**src/rtl/alu_serial_sequencer_if.sv**
```systemverilog
// Host-side bus of the serial ALU sequencer: the operation request
// (start/cmd/operands) and the completion status (busy/done/result/flags).
interface alu_serial_sequencer_if #(
  parameter int WIDTH = 32
);
  logic             start;
  logic [2:0]       cmd;
  logic [WIDTH-1:0] operand_a;
  logic [WIDTH-1:0] operand_b;
  logic             busy;
  logic             done;
  logic [WIDTH-1:0] result;
  logic             carryout;
  logic             overflow;
  logic             zero;

  // Requester side: issues operations and watches for completion.
  modport master (
    output start, cmd, operand_a, operand_b,
    input  busy, done, result, carryout, overflow, zero
  );

  // Sequencer side: accepts operations and reports results.
  modport slave (
    input  start, cmd, operand_a, operand_b,
    output busy, done, result, carryout, overflow, zero
  );
endinterface

```
**src/rtl/alu_serial_sequencer.sv**
```systemverilog
// Serial ALU sequencer: computes a WIDTH-bit ALU operation by feeding an
// external 1-bit ALU slice one bit per clock, LSB first. Owns the operand
// shift registers, the carry chain register, the bit counter, the SLT
// fix-up and the result flags. A request takes WIDTH RUN cycles followed
// by a single DONE cycle; a new request may be accepted in DONE.
module alu_serial_sequencer #(
  parameter int WIDTH = 32
) (
  input  logic                 clk,
  input  logic                 reset_n,
  alu_serial_sequencer_if.slave bus,
  output logic                 slice_a,
  output logic                 slice_b,
  output logic                 slice_cin,
  output logic [2:0]           slice_cmd,
  input  logic                 slice_result,
  input  logic                 slice_cout
);

  // Operation encoding shared with the external bit slice.
  localparam logic [2:0] CMD_ADD  = 3'd0;
  localparam logic [2:0] CMD_SUB  = 3'd1;
  localparam logic [2:0] CMD_XOR  = 3'd2;
  localparam logic [2:0] CMD_SLT  = 3'd3;
  localparam logic [2:0] CMD_AND  = 3'd4;
  localparam logic [2:0] CMD_NAND = 3'd5;
  localparam logic [2:0] CMD_NOR  = 3'd6;
  localparam logic [2:0] CMD_OR   = 3'd7;

  // Counter wide enough to index bits 0..WIDTH-1.
  localparam int CNT_W = (WIDTH > 2) ? $clog2(WIDTH) : 1;
  localparam logic [CNT_W-1:0] LAST_BIT = CNT_W'(WIDTH - 1);

  typedef enum logic [1:0] {
    IDLE = 2'd0,
    RUN  = 2'd1,
    DONE = 2'd2
  } stateT;

  stateT            state;
  stateT            stateNext;

  logic [WIDTH-1:0] aSr;
  logic [WIDTH-1:0] bSr;
  logic [WIDTH-1:0] resSr;
  logic             carryReg;
  logic [CNT_W-1:0] bitCnt;
  logic [2:0]       cmdReg;

  logic [WIDTH-1:0] resultReg;
  logic             carryoutReg;
  logic             overflowReg;

  logic             accept;
  logic             lastBit;
  logic             newInvertsB;
  logic             latchedArith;
  logic             latchedSlt;
  logic             finalOvf;
  logic             sltBit;
  logic [WIDTH-1:0] finalSr;

  // A request is only looked at when no operation is in flight.
  assign accept  = bus.start && ((state == IDLE) || (state == DONE));
  assign lastBit = (state == RUN) && (bitCnt == LAST_BIT);

  // Subtract-style operations start the carry chain at 1 (A + ~B + 1);
  // the slice itself performs the B inversion.
  assign newInvertsB  = (bus.cmd == CMD_SUB) || (bus.cmd == CMD_SLT);
  assign latchedArith = (cmdReg == CMD_ADD) || (cmdReg == CMD_SUB);
  assign latchedSlt   = (cmdReg == CMD_SLT);

  // Values seen on the MSB cycle: signed overflow is the carry into the
  // sign bit differing from the carry out of it. SLT is "A-B is negative",
  // corrected for overflow.
  assign finalOvf = slice_cin ^ slice_cout;
  assign sltBit   = slice_result ^ finalOvf;
  assign finalSr  = {slice_result, resSr[WIDTH-1:1]};

  // Slice drive: always the low bits of the shift registers, so the
  // outputs stay defined (never X) in IDLE/DONE.
  assign slice_a   = aSr[0];
  assign slice_b   = bSr[0];
  assign slice_cin = carryReg;
  assign slice_cmd = cmdReg;

  // Host-side status.
  assign bus.busy     = (state == RUN);
  assign bus.done     = (state == DONE);
  assign bus.result   = resultReg;
  assign bus.carryout = carryoutReg;
  assign bus.overflow = overflowReg;
  assign bus.zero     = (resultReg == '0);

  // State register.
  always_ff @(posedge clk or negedge reset_n) begin
    if (!reset_n) begin
      state <= IDLE;
    end else begin
      state <= stateNext;
    end
  end

  // Next-state logic: RUN lasts exactly WIDTH cycles, DONE exactly one.
  always_comb begin
    stateNext = state;
    case (state)
      IDLE: begin
        if (bus.start) begin
          stateNext = RUN;
        end
      end
      RUN: begin
        if (lastBit) begin
          stateNext = DONE;
        end
      end
      DONE: begin
        if (bus.start) begin
          stateNext = RUN;
        end else begin
          stateNext = IDLE;
        end
      end
      default: begin
        stateNext = IDLE;
      end
    endcase
  end

  // Operand capture and per-bit shifting of operands, partial result and carry.
  always_ff @(posedge clk or negedge reset_n) begin
    if (!reset_n) begin
      aSr      <= '0;
      bSr      <= '0;
      resSr    <= '0;
      carryReg <= 1'b0;
      bitCnt   <= '0;
      cmdReg   <= CMD_ADD;
    end else if (accept) begin
      aSr      <= bus.operand_a;
      bSr      <= bus.operand_b;
      resSr    <= '0;
      carryReg <= newInvertsB;
      bitCnt   <= '0;
      cmdReg   <= bus.cmd;
    end else if (state == RUN) begin
      aSr      <= aSr >> 1;
      bSr      <= bSr >> 1;
      resSr    <= finalSr;
      carryReg <= slice_cout;
      bitCnt   <= bitCnt + 1'b1;
    end
  end

  // Published result and flags: written only on the edge entering DONE so
  // the partial result never shows on the outputs.
  always_ff @(posedge clk or negedge reset_n) begin
    if (!reset_n) begin
      resultReg   <= '0;
      carryoutReg <= 1'b0;
      overflowReg <= 1'b0;
    end else if (lastBit) begin
      if (latchedSlt) begin
        resultReg <= {{(WIDTH-1){1'b0}}, sltBit};
      end else begin
        resultReg <= finalSr;
      end
      carryoutReg <= latchedArith ? slice_cout : 1'b0;
      overflowReg <= latchedArith ? finalOvf : 1'b0;
    end
  end

endmodule

```
**src/flat_wrapper.sv**
```systemverilog
// flat-port wrapper written by rule: the top's interface ports become plain ports
module alu_serial_sequencer_flat 
#(
  parameter int WIDTH = 32
)
  (clk, reset_n, slice_a, slice_b, slice_cin, slice_cmd, slice_result, slice_cout, bus_start, bus_cmd, bus_operand_a, bus_operand_b, bus_busy, bus_done, bus_result, bus_carryout, bus_overflow, bus_zero);
  alu_serial_sequencer_if #(.WIDTH(WIDTH)) bus_i ();
  input  logic clk;
  input  logic reset_n;
  output logic slice_a;
  output logic slice_b;
  output logic slice_cin;
  output logic [2:0] slice_cmd;
  input  logic slice_result;
  input  logic slice_cout;
  input wire logic [$bits(bus_i.start)-1:0] bus_start;
  input wire logic [$bits(bus_i.cmd)-1:0] bus_cmd;
  input wire logic [$bits(bus_i.operand_a)-1:0] bus_operand_a;
  input wire logic [$bits(bus_i.operand_b)-1:0] bus_operand_b;
  output wire logic [$bits(bus_i.busy)-1:0] bus_busy;
  output wire logic [$bits(bus_i.done)-1:0] bus_done;
  output wire logic [$bits(bus_i.result)-1:0] bus_result;
  output wire logic [$bits(bus_i.carryout)-1:0] bus_carryout;
  output wire logic [$bits(bus_i.overflow)-1:0] bus_overflow;
  output wire logic [$bits(bus_i.zero)-1:0] bus_zero;
  assign bus_i.start = bus_start;
  assign bus_i.cmd = bus_cmd;
  assign bus_i.operand_a = bus_operand_a;
  assign bus_i.operand_b = bus_operand_b;
  assign bus_busy = bus_i.busy;
  assign bus_done = bus_i.done;
  assign bus_result = bus_i.result;
  assign bus_carryout = bus_i.carryout;
  assign bus_overflow = bus_i.overflow;
  assign bus_zero = bus_i.zero;
  alu_serial_sequencer #(.WIDTH(WIDTH)) u_core (.clk(clk), .reset_n(reset_n), .bus(bus_i), .slice_a(slice_a), .slice_b(slice_b), .slice_cin(slice_cin), .slice_cmd(slice_cmd), .slice_result(slice_result), .slice_cout(slice_cout));
endmodule
```
**config.mk**
```make
export PLATFORM = sky130hd
export DESIGN_NAME = alu_serial_sequencer_flat
export DESIGN_NICKNAME = d
export VERILOG_FILES = /design/src/rtl/alu_serial_sequencer_if.sv /design/src/rtl/alu_serial_sequencer.sv /design/src/flat_wrapper.sv
export SDC_FILE = /design/constraint.sdc
export NUM_CORES = 1
export LEC_CHECK = 0
export ABC_AREA = 0
export CORE_UTILIZATION = 50
export CTS_CLUSTER_DIAMETER = 60
export DETAILED_ROUTE_END_ITERATION = 7
export PLACE_DENSITY_LB_ADDON = 0.08
export SETUP_SLACK_MARGIN = 0.02
export SLEW_MARGIN = 0
export SYNTH_ARGS = -nofsm -noshare
export SYNTH_HDL_FRONTEND = slang
export SYNTH_SLANG_ARGS = --single-unit
```
**constraint.sdc**
```tcl
create_clock -name clk -period 4.2 [get_ports clk]
set_input_delay 0.63 -clock clk [delete_from_list [all_inputs] [get_ports clk]]
set_output_delay 0.63 -clock clk [all_outputs]
set_load 0.01 [all_outputs]
```
==> results of run 1 <==
[state kept, by name, summed over array words and instances, names as in the netlist, 2 cells and up]
register and flops:
u_core.state 2, u_core.slice_cmd 3, u_core.bus.result 32, u_core.bSr 32, u_core.resSr 31, u_core.aSr 32, u_core.bitCnt 5
[kinds of logic (layout without fill, tap and decap cells)]
logic type | count (synthesis) | after routing | share of synthesized area, %
buffers and inverters | 46 | 154 | 4.30
adders and majority gates | 2 | 2 | 0.435
and+or+nand+nor | 221 | 221 | 15.5
muxes | 4 | 4 | 0.717
DFF | 140 | 140 | 60.9
xor gates and xnor gates | 2 | 2 | 0.565
AOI/OAI and AO/OA | 136 | 136 | 17.6
[metal layers]
layer  track usage (%)  up-vias  part of all wire [%]
met3              6.05        8                   5.8
met1              33.3     2226                    46
li1                  -     2134                     -
met5                 0        -                     0
met4              6.00        0                  0.75
met2              35.4      140                    47
[through the flow]
stage / area (um2) / setup slack [ps] / util [%] / total power (W) / cells
4_1_cts: 7450 / 1340 / 67.6 / 0.00541 / 799
5_1_grt: 7450 / 1240 / 67.6 / 0.00575 / 799
2_1_floorplan: 5760 / 2430 / - / 0.00334 / 551
3_5_place_dp: 6890 / 1580 / 62.5 / 0.00397 / 767
6_report: 7450 / 1360 / 67.6 / 0.00537 / 799
3_3_place_gp: 6890 / 1630 / 62.5 / 0.00390 / 767
[cells in the mapped netlist, drive strengths merged]
library cell | number | area (um2)
xor2 | 1 | 8.76
o21ai | 6 | 30.0
nand2b | 2 | 12.5
clkbuf | 7 | 26.3
a31oi | 59 | 369
nor2 | 61 | 236
ha | 2 | 25.0
nand3b | 2 | 15.0
clkinv | 1 | 8.76
mux2i | 3 | 30.0
nor2b | 3 | 18.8
buf | 36 | 205
nand3 | 5 | 25.0
and3 | 1 | 6.26
a22oi | 4 | 30.0
dfrtp | 140 | 3500
inv | 2 | 7.51
nand4 | 3 | 18.8
a21oi | 1 | 5.00
nor4 | 8 | 50.1
nand2 | 136 | 510
mux2 | 1 | 11.3
xor3 | 1 | 23.8
a22o | 66 | 578
[worst paths after layout]
path                       slack (ps)               endpoint  cells past startpoint                 from
min in group clk                  480    u_core.bus.carryout                      2  u_core.bus.carryout
hold reg to reg                   480    u_core.bus.carryout                      2  u_core.bus.carryout
hold / removal                    350  u_core.bus.result[22]                      1              reset_n
max in group asynchronous        2900          u_core.bSr[1]                      2              reset_n
setup / recovery                 1360               bus_busy                      3      u_core.state[1]
setup reg to reg                 1920       u_core.resSr[15]                      4      u_core.state[0]
[power by group through the flow]
| stage | combinational, W | sequential (W) | clock (W) |
|---|---|---|---|
| after global routing | 0.00181 | 0.00242 | 0.00151 |
| after floorplan | 0.00103 | 0.00231 | 0 |
| final | 0.00161 | 0.00234 | 0.00141 |
| after CTS | 0.00163 | 0.00234 | 0.00143 |
| after global placement | 0.00156 | 0.00234 | 0 |
| after detailed placement | 0.00162 | 0.00235 | 0 |
[area by class of cell]
cell class	instances	area, um2
clock buffer	18	439
clock inverter	14	123
fill	885	3580
inverter	3	16.3
multi-input combinational	365	2020
sequential	140	3500
tap	140	175
timing repair buffer	119	1180
[critical path, stage by stage, from the launching register on]
cell	delay, ps
dfrtp_1	370
nand2b_2	210
clkinv_4	500
clkdlybuf4s50_1	670
==> flow_summary.json, run 1 <==
{
  "min_period_over_period_pct": 67.7,
  "fin_crit_ps": 2840,
  "antenna_found_initial": 0,
  "fp.dieW_um": 109,
  "syn_inst": 551,
  "drc_errors": 0,
  "drtIter0Drc": 321,
  "wl_mm": 12.7,
  "final_common_cell": "dfrtp_1",
  "area_delta_synth_final_pct": 29.5,
  "yosys_warnings": 0,
  "switchingPower_w": 0.00180,
  "cp.required_ps": 3570,
  "cp_max_fo": 100,
  "overflow": 0,
  "grt_pass1_wl_mm": 21.2,
  "track_usage_pct": 23.2,
  "maxCapViolCount": 0,
  "drive_above_1_share_pct": 6.68,
  "pwr-share-comb_pct": 30.1,
  "cts_max_path_buffers": 2,
  "finalHoldViolCount": 0,
  "p_clk_share_pct": 26.3,
  "diodes": 0,
  "vias": 4508,
  "place.detailed.hpwl_mm": 7.78,
  "fmax_mhz": 352,
  "crit_type": "reg2out",
  "place_congestion": 0.748,
  "internal-power_w": 0.00356,
  "cts_resized": 0,
  "cts.sink_count": 140,
  "cts_hold_buf": 0,
  "clk_pin_slew_ps": 70,
  "ir_drop_mv": 0.319,
  "boundaryPins": 115,
  "fin_nets": 720,
  "grt_max_degree": 122,
  "syn_area_per_cell_um2": 10.4,
  "cts_buffers": 17,
  "core_area_um2": 11000,
  "ys_seq_area_share_pct": 60.9,
  "cts_root_buffer": "clkbuf_16",
  "dieHeight_um": 109,
  "start_util_pct": 52.2,
  "ant_nets": 0,
  "hold_ws_ps": 353,
  "crit_arrival_ps": 2210,
  "synth_area_um2": 5760,
  "rows": 38,
  "layout_common_cells": "dfrtp_1, nand2_1, clkdlybuf4s50_1, a22o_1, nor2_1",
  "rsz0062_at_grt": "no",
  "setup_violations": 0,
  "hold_class": "in2async",
  "dieArea_um2": 11900,
  "clkLatencyLatePin_ps": 420,
  "worst_setup_path_start_kind": "register",
  "grt_pass1_vias": 4333,
  "p_seq_share_pct": 43.7,
  "slew_headroom_pct": 28.9,
  "synthesis.nets": 625,
  "p_sw_share_pct": 33.6,
  "first_pass_iters": 7,
  "synth-seq-cells": 140,
  "htree_num_levels": 4,
  "synthDistinctLibCells": 27,
  "leakage_nw": 3.34,
  "powerDensity_nw_per_um2": 720,
  "run_status": "finished, final reports clean",
  "cts_setup_buffers": 0,
  "slew_viol_final": 0,
  "portBuffers": 114,
  "fin_setup_tns_ps": 0,
  "avgRoutedWirePerCell_um": 15.9,
  "crit_path_end_kind": "output port",
  "tritoncts": "yes",
  "finalClockSkew_ps": 11.5,
  "vias_per_cell": 5.64,
  "worstMarginPinSlew_ps": 1070
}
(Power assumes the default switching activity.)
==> inputs of run 2 (changes only) <==
--- a/config.mk
+++ b/config.mk
@@ -6,7 +6,7 @@
 export NUM_CORES = 1
 export LEC_CHECK = 0
 export ABC_AREA = 0
-export CORE_UTILIZATION = 50
+export CORE_UTILIZATION = 46
 export CTS_CLUSTER_DIAMETER = 60
 export DETAILED_ROUTE_END_ITERATION = 7
 export PLACE_DENSITY_LB_ADDON = 0.08
==> constraint.sdc (replaced) <==
create_clock -name clk -period 2.6 [get_ports clk]
set_input_delay 0.39 -clock clk [delete_from_list [all_inputs] [get_ports clk]]
set_output_delay 0.39 -clock clk [all_outputs]
set_load 0.01 [all_outputs]
==> run 2 against run 1 <==
  * Utilization down 5.3 points
  * Design area is 1.2% higher
  * Critical path depth is 1 higher
  * Via count grew 0.91%
  * Die area grew 8.5%
  * Register-to-register slack got worse by 1600 ps
  * Worst hold slack lost 340 ps
  * Sequential share of layout area fell by 0.57 points
==> flow_summary.json, run 2 (synthesized netlist as in run 1, its figures left out) <==
{
  "cts_setup_buffers": 0,
  "grt_pass1_wl_mm": 21.7,
  "setup_violations": 0,
  "grt_max_degree": 81,
  "clkLatencyLatePin_ps": 410,
  "hold_class": "in2async",
  "cp_max_fo": 3,
  "internal-power_w": 0.00584,
  "diodes": 0,
  "cts_hold_buf": 0,
  "min_period_over_period_pct": 92.1,
  "first_pass_iters": 5,
  "antenna_found_initial": 0,
  "worst_setup_path_start_kind": "register",
  "hold_ws_ps": 10.4,
  "htree_num_levels": 4,
  "fin_nets": 724,
  "portBuffers": 114,
  "place_congestion": 0.740,
  "ant_nets": 0,
  "powerDensity_nw_per_um2": 1150,
  "r2r_slack_ps": 280,
  "finalClockSkew_ps": 8.31,
  "slew_headroom_pct": 17.3,
  "fin_setup_tns_ps": 0,
  "final_util_pct": 62.3,
  "vias_per_cell": 5.47,
  "cts_root_buffer": "clkbuf_16",
  "path_cells": "nor4_1 -> nand4_1 -> nor2_1 -> clkdlybuf4s50_1",
  "fmax_mhz": 418,
  "wl_mm": 12.6,
  "grt_pass1_vias": 4495,
  "cts_buffers": 17,
  "cts_resized": 0,
  "tritoncts": "yes",
  "area_delta_synth_final_pct": 31.1,
  "drtIter0Drc": 291,
  "overflow": 0,
  "clk_pin_slew_ps": 60,
  "avgRoutedWirePerCell_um": 15.2,
  "switchingPower_w": 0.00283,
  "crit_path_end_kind": "output port",
  "fin_crit_ps": 2390,
  "p_clk_share_pct": 26.1,
  "pwr-share-comb_pct": 30.2,
  "track_usage_pct": 21.3,
  "place.detailed.hpwl_mm": 8.05,
  "cts_max_path_buffers": 2,
  "start_util_pct": 47.5,
  "layout_common_cells": "dfrtp_1, nand2_1, clkdlybuf4s50_1, a22o_1, nor2_1",
  "maxCapViolCount": 0,
  "slowest_stage": "clkdlybuf4s50_1",
  "dieHeight_um": 114,
  "dp_slack_ps": 293,
  "reg2reg_from": "u_core.bitCnt[0]",
  "run_status": "finished, final reports clean",
  "worstMarginPinSlew_ps": 1230,
  "r2r_cells": 6,
  "rows": 40,
  "leakage_nw": 3.37,
  "boundaryPins": 115,
  "drive_above_1_share_pct": 7.09,
  "p_seq_share_pct": 43.6,
  "rr_endpoint": "u_core.bus.result[6]",
  "finalHoldViolCount": 0,
  "crit_buf_inv": 1,
  "slew_viol_final": 0,
  "cp.required_ps": 2210,
  "nFillCells": 1050,
  "cts.sink_count": 140,
  "fp.dieW_um": 114,
  "crit_arrival_ps": 2000,
  "crit_family": "simple AND/OR/NAND/NOR gates",
  "crit_type": "reg2out",
  "rsz0062_at_grt": "no",
  "final_common_cell": "dfrtp_1",
  "setup_ws_ps": 206,
  "vias": 4549,
  "drc_errors": 0,
  "core_area_um2": 12100,
  "dieArea_um2": 13000,
  "ir_drop_mv": 0.398,
  "p_sw_share_pct": 32.6,
  "cpPeakStageDelay_ps": 540
}
## run 2: changes by cell type in the layout (fill, tap and decap cells not counted), sizes merged
cell      delta
inv          -7
buf          +4
clkinv       +4
bufinv       +1
clkbuf       +1
clkinvlp     +1
## run 2: cell type report
cell class,instances,area (um2),share of cell area [%]
multi-input cells,365,2020,26.7
inverters,3,16.3,0.216
flip-flops and latches,140,3500,46.4
well taps,168,210,2.79
repair buffers,123,1230,16.4
clock buffers,19,443,5.87
clock inverters,13,120,1.59
## run 2: per-layer routing
layer	wire length, um	up-vias	track usage [%]
met3	628	15	4.73
li1	-	2141	-
met1	5790	2281	28.7
met4	147	0	7.53
met2	6080	112	34.4
met5	0	-	0
## run 2: worst register-to-register path: stages (launching register included)
cell and delay [ps]:
dfrtp_1 390, ha_1 200, and3_1 170, ha_1 160, nand3b_1 110, nor2b_2 960
a22o_1 260
## run 2: how the worst max path moves through the flow
stage                    startpoint                     to  slack [ps]  cells after the start
2_1_floorplan      u_core.bitCnt[0]    u_core.bus.carryout         830                      7
3_3_place_gp       u_core.bitCnt[0]  u_core.bus.result[11]         350                      6
3_5_place_dp       u_core.bitCnt[0]   u_core.bus.result[6]         290                      6
4_1_cts        u_core.bus.result[9]               bus_zero         160                      4
5_1_grt            u_core.bitCnt[0]   u_core.bus.result[6]          40                      6
6_report       u_core.bus.result[9]               bus_zero         210                      4
## run 2: power groups by stage
stage	Sequential, W	Combinational [W]	Clock [W]
after floorplan	0.00374	0.00166	0
after global placement	0.00377	0.00257	0
after detailed placement	0.00380	0.00265	0
after CTS	0.00378	0.00267	0.00232
after global routing	0.00391	0.00294	0.00243
final	0.00379	0.00262	0.00227
## run 2: metrics by stage
step / area [um2] / cells / total power [W]
finish: 7540 / 831 / 0.00868
global route: 7540 / 831 / 0.00927
CTS: 7540 / 831 / 0.00877
detailed placement: 6980 / 799 / 0.00645
global placement: 6980 / 799 / 0.00634
floorplan: 5760 / 551 / 0.00539
==> edit 1 (settings of run 1) <==
Encoding of `stateT`: now one-hot (3 bits for 3 states).
--- a/src/rtl/alu_serial_sequencer.sv
+++ b/src/rtl/alu_serial_sequencer.sv
@@ -31,10 +31,10 @@
   localparam int CNT_W = (WIDTH > 2) ? $clog2(WIDTH) : 1;
   localparam logic [CNT_W-1:0] LAST_BIT = CNT_W'(WIDTH - 1);
 
-  typedef enum logic [1:0] {
-    IDLE = 2'd0,
-    RUN  = 2'd1,
-    DONE = 2'd2
+  typedef enum logic [2:0] {
+    IDLE = 3'b001,
+    RUN  = 3'b010,
+    DONE = 3'b100
   } stateT;
 
   stateT            state;
Formal check against the unedited RTL: same outputs for any inputs over 10 cycles, from zero or initial values and one cycle with reset_n low; not proved beyond that.
==> edit 1 against run 1 <==
  * Sequential cell count grew 1
  * Non-clock buffer count rose by 2
  * Worst setup slack worse by 130 ps
  * Wire length grew 0.20%
  * Clock power rose by 4%
  * Combinational power shrank 7%
  * Synthesized cell count fell by 11%
  * Maximum frequency is 4.4% lower
  * Cell area grew 8.8%
  * First-iteration DRC count shrank 31%
  * Power is 9.0% lower
  * Area after synthesis rose by 9.2%
  * Hold slack better by 28 ps
  * Clock skew shrank 4.5 ps
  * Critical endpoint unchanged
  * Largest cell class unchanged
  * Largest power group unchanged
  * Highest routed layer unchanged
==> edit 1: results (changes against run 1) <==
| Metric | Value |
|---|---|
| 1st-pass router iterations | `4 (-3)` |
| Setup crit start | `u_core.state[2]$_DFFE_PN0P_` |
| Top-area cell type share of the netlist area | `0.557 (-0.0515)` |
| Ant. Diodes | `0 (unchanged)` |
| Crit path DAT | `2340 ps (+130 ps)` |
| Worst clock skew | `6.96 ps (-4.55 ps)` |
| Clock transition at path regs | `50 ps (-20 ps)` |
| R2R cell count | `5 (+1)` |
| First-pass GRT wire length | `21.3 mm (+0.46%)` |
| FF-to-FF Start | `u_core.state[0]$_DFFE_PN1P_` |
| Sequential area share after synthesis | `0.561 (-0.0473)` |
| Worst reg-to-reg setup slack | `1550 ps (-370 ps)` |
| Hpwl dp | `7.94 mm (+2.1%)` |
| Distinct cells, synth | `33 (+22%)` |
| Leak | `3.61 nW (+8.0%)` |
| Ranking of synthesized cells by area | `dfrtp_1 (56%), mux2_2 (18%), mux2_4 (6.0%)` |
| Clock latency on the worst-skew pair | `420 ps (about the same)` |
| All-Layer GR Usage | `0.214 (-0.0186)` |
| Post-synth top cells | `dfrtp_1 (140), mux2_2 (102), nand2_1 (73)` |
| Slew HR | `0.296 (+0.00712)` |
| Initial antenna violation count | `0 (unchanged)` |
| Worst VDD drop | `0.256 mV (-20%)` |
| Gpl congestion | `0.729 (-2.6%)` |
| Largest net degree at the start of global routing | `120 (-1.6%)` |
| Nets | `669 (-7.1%)` |
| Vias in the first global route | `4292 (-0.95%)` |
| Layout cells sized above 1 | `0.276 (+0.210)` |
| Via count | `4111 (-8.8%)` |
| Iter 0 DRT Violations | `221 (-31%)` |
| Average routed wire per standard cell | `16.4 um (+3.2%)` |
| Crit Reg-Reg Endpoint | `u_core.aSr[11]$_DFFE_PN0P_` |
| H-Tree Depth | `4 (unchanged)` |
| Fill cell count | `944 (+6.7%)` |
| CTS Buffer Depth | `2 (unchanged)` |
| Outcome | `completed` |
| Critical path peak fanout | `36 (-64%)` |
| Mapped Nets | `563 (-9.9%)` |
edit 1: cell types whose count changed after synthesis, moves of 5 or more:
cell	run 1	this run
a22o_1	66	31
clkbuf_1	7	12
nor2_1	60	4
a21oi_1	1	35
a31oi_1	59	0
buf_2	29	16
mux2_4	0	25
mux2_2	1	102
nand2_1	136	73
edit 1: metrics by stage:
stage          instances  setup slack, ps  hold WS [ps]  cell area, sq um
2_1_floorplan        489             2110           334              6290
3_3_place_gp         744             1610           467              7520
3_5_place_dp         744             1560           474              7520
4_1_cts              776             1200           420              8110
5_1_grt              776             1130           473              8110
6_report             776             1230           381              8110
edit 1: worst max-delay path, stage by stage, from the launching register on:
cell,delay (ps)
dfrtp_1,410
or3b_4,410
inv_2,450
clkdlybuf4s50_1,650
edit 1: area by class of cell:
class | instances | area share
Inverter | 5 | 0.00231
Clock buffer | 27 | 0.0657
Tap cell | 168 | 0.0259
Multi-Input combinational cell | 309 | 0.317
Clock inverter | 5 | 0.00648
Timing Repair Buffer | 121 | 0.147
Sequential cell | 141 | 0.435
edit 1: power breakdown:
group	internal [mW]	switching [mW]	leakage, nW
Combinational	0.959	0.537	1.52
Clock	0.923	0.535	0.289
Sequential	1.73	0.195	1.80
edit 1: per-layer routing:
layer	up-vias	GRT usage	routed length, um
met5	-	0	0
met4	0	0.0840	203
met3	16	0.0498	576
met2	107	0.352	6210
met1	2051	0.275	5780
li1	1937	-	-
edit 1: logic make-up (layout without fill, tap and decap cells):
kind of cell / Yosys count / after routing / share of synthesized area
XOR/XNOR: 4 / 4 / 0.00796
AND/OR/NAND/NOR: 99 / 99 / 0.0699
flip-flops: 141 / 141 / 0.561
buffers and inverters: 39 / 158 / 0.0306
adder cells (fa/ha/maj): 2 / 2 / 0.00398
multiplexers: 132 / 132 / 0.250
AO/OA/AOI/OAI: 72 / 72 / 0.0758
edit 1: worst max path at each step:
stage,slack (ps),to,cells after the start
after global placement,1610,u_core.aSr[18]$_DFFE_PN0P_,5
after CTS,1200,bus_busy,3
final,1230,bus_busy,3
after detailed placement,1560,u_core.aSr[11]$_DFFE_PN0P_,5
after global routing,1130,bus_busy,3
after floorplan,2110,u_core.bus.result[18]$_DFFE_PN0P_,7
==> edit 2 (flow settings as in run 1) <==
Made on the original files. `WIDTH` is set to 32 in 3 places; all go to 16.
--- a/src/rtl/alu_serial_sequencer_if.sv
+++ b/src/rtl/alu_serial_sequencer_if.sv
@@ -1,7 +1,7 @@
 // Host-side bus of the serial ALU sequencer: the operation request
 // (start/cmd/operands) and the completion status (busy/done/result/flags).
 interface alu_serial_sequencer_if #(
-  parameter int WIDTH = 32
+  parameter int WIDTH = 16
 );
   logic             start;
   logic [2:0]       cmd;
--- a/src/rtl/alu_serial_sequencer.sv
+++ b/src/rtl/alu_serial_sequencer.sv
@@ -4,7 +4,7 @@
 // fix-up and the result flags. A request takes WIDTH RUN cycles followed
 // by a single DONE cycle; a new request may be accepted in DONE.
 module alu_serial_sequencer #(
-  parameter int WIDTH = 32
+  parameter int WIDTH = 16
 ) (
   input  logic                 clk,
   input  logic                 reset_n,
--- a/src/flat_wrapper.sv
+++ b/src/flat_wrapper.sv
@@ -1,7 +1,7 @@
 // flat-port wrapper written by rule: the top's interface ports become plain ports
 module alu_serial_sequencer_flat 
 #(
-  parameter int WIDTH = 32
+  parameter int WIDTH = 16
 )
   (clk, reset_n, slice_a, slice_b, slice_cin, slice_cmd, slice_result, slice_cout, bus_start, bus_cmd, bus_operand_a, bus_operand_b, bus_busy, bus_done, bus_result, bus_carryout, bus_overflow, bus_zero);
   alu_serial_sequencer_if #(.WIDTH(WIDTH)) bus_i ();
Ports: changed (resized bus_operand_a, bus_operand_b and bus_result); port bits go from 115 to 67. No check against the original RTL was run, so the function may have changed too.
==> edit 2 against run 1 <==
  * Wire length shrank 45%
  * Sequential cell count shrank 65
  * Final cell count shrank 42%
  * Area after synthesis shrank 44%
  * Worst setup slack gained 260 ps
  * Power shrank 45%
  * Cell area shrank 46%
  * Clock skew shrank 1.8 ps
  * First-iteration DRC count shrank 51%
  * Non-clock buffer count shrank 50
  * Combinational power shrank 30%
  * Largest cell class unchanged
==> edit 2: results (changes against run 1) <==
| Metric | Value |
|---|---|
| Outcome | `completed` |
| Worst VDD drop | `0.678 mV (+110%)` |
| Nets | `425 (-41%)` |
| Resized Gates After CTS | `0 (unchanged)` |
| CTS buffer count | `9 (-8)` |
| Max stage delay cell, worst path | `clkdlybuf4s50_1` |
| Layout cells sized above 1 | `0.0568 (-0.00992)` |
| Leak | `1.81 nW (-46%)` |
| Crit path DAT | `1950 ps (-260 ps)` |
| All-Layer GR Usage | `0.231 (-0.00160)` |
| Crit Reg-Reg Endpoint | `u_core.bus.carryout$_DFFE_PN0P_` |
| Final Max Slew Viols | `0 (unchanged)` |
| Worst clock skew | `9.66 ps (-1.85 ps)` |
| Placed Cells | `448 (-42%)` |
| Synth Area per Inst | `9.73 sq um (-6.9%)` |
| FF-to-FF Start | `u_core.bitCnt[0]$_DFFE_PN0P_` |
| Critical path endpoint | `bus_zero` |
| First-pass GRT wire length | `11.5 mm (-46%)` |
| Gpl congestion | `0.774 (+3.5%)` |
| Post-Route WL | `6.94 mm (-45%)` |
| Post-CTS setup buffers | `0 (unchanged)` |
| Ranking of synthesized cells by area | `dfrtp_1 (59%), nand2_1 (10%), a31oi_1 (5.1%)` |
| Mapped Nets | `370 (-41%)` |
| Distinct cells, synth | `29 (+7.4%)` |
| Port bufs | `66 (-42%)` |
| Largest net degree at the start of global routing | `76 (-38%)` |
| Post-synth top cells | `nand2_1 (85), dfrtp_1 (75), o21ai_0 (29)` |
| Critical path peak fanout | `3 (-97%)` |
| Top delay family on crit path | `simple AND/OR/NAND/NOR gates` |
| Clock transition at path regs | `80 ps` |
| R2R cell count | `4 (unchanged)` |
| Setup crit start | `u_core.bus.result[1]$_DFFE_PN0P_` |
| Area Growth Syn to Fin | `25.8%` |
| Final TNS setup | `0 ps (unchanged)` |
| Post-synth ARST share | `1.00 (unchanged)` |
| Most used DFF post-synth | `dfrtp_1` |
| Fill cell count | `502 (-43%)` |
| Crit-path max cell delay | `530 ps (-140 ps)` |
| Vias/cell | `5.58 (-1.1%)` |
| Vias in the first global route | `2404 (-45%)` |
| Iter 0 DRT Violations | `156 (-51%)` |
| Root Buffer | `clkbuf_8` |
| 1st-pass router iterations | `4 (-3)` |
| Via count | `2578 (-43%)` |
| Clock latency on the worst-skew pair | `340 ps (-80 ps)` |
| Ant. Diodes | `0 (unchanged)` |
| Worst reg-to-reg setup slack | `2140 ps (+220 ps)` |
| Hpwl dp | `4.32 mm (-45%)` |
| Slew @ Worst Pin | `1100 ps (+36.4 ps)` |
| H-Tree Depth | `3 (-1)` |
| Sequential area share after synthesis | `0.586 (-0.0223)` |
| Initial antenna violation count | `0 (unchanged)` |
edit 2: cell count changes after synthesis, sizes merged, moves of 2 or more:
cell,run 1,this run
dfrtp,140,75
nand2,136,85
a22o,66,18
nor2,61,27
a31oi,59,26
o21ai,6,38
buf,36,16
nor4,8,4
clkbuf,7,9
nand3,5,7
nand4,3,1
edit 2: worst reg2reg max path, cell delays in order, from the launching register on:
cell and delay [ps]:
dfrtp_1 400, ha_1 200, nand3_1 470, or2_1 640, o21ai_0 260
edit 2: cells by family (layout without fill, tap and decap cells):
kind of cell / Yosys count / in the layout / synth area share
and+or+nand+nor: 131 / 131 / 0.168
AOI/OAI and AO/OA: 88 / 88 / 0.173
DFF: 75 / 75 / 0.586
buffers and inverters: 28 / 86 / 0.0461
muxes: 4 / 4 / 0.0129
xor gates and xnor gates: 2 / 2 / 0.0102
adders and majority gates: 1 / 1 / 0.00391
edit 2: power by group:
group          internal [mW]  total (mW)  switching (mW)
sequential              1.05        1.28           0.227
combinational          0.542        1.12           0.580
clock                  0.283       0.528           0.246
total                   1.88        2.93            1.05
edit 2: layout make-up:
class	count	area (sq um)	share of cell area
inverter	3	11.3	0.00280
clock buffer	11	141	0.0351
clock inverter	3	40.0	0.00995
multi-input combinational	226	1180	0.293
timing repair buffer	69	681	0.169
tap	75	93.8	0.0233
sequential	75	1880	0.466
edit 2: layer usage:
layer	global-route usage	wire (um)
met5	0	0
met4	0.0895	102
met3	0.0400	304
met2	0.334	3080
met1	0.345	3460
edit 2: per-stage QoR:
step	hold slack, ps	worst slack (ps)	util	instance area [sq um]
2_1_floorplan	334	2670	-	3200
3_3_place_gp	462	1920	0.634	3840
3_5_place_dp	478	1840	0.634	3840
4_1_cts	443	1640	0.664	4030
5_1_grt	502	1550	0.664	4030
6_report	401	1620	0.664	4030
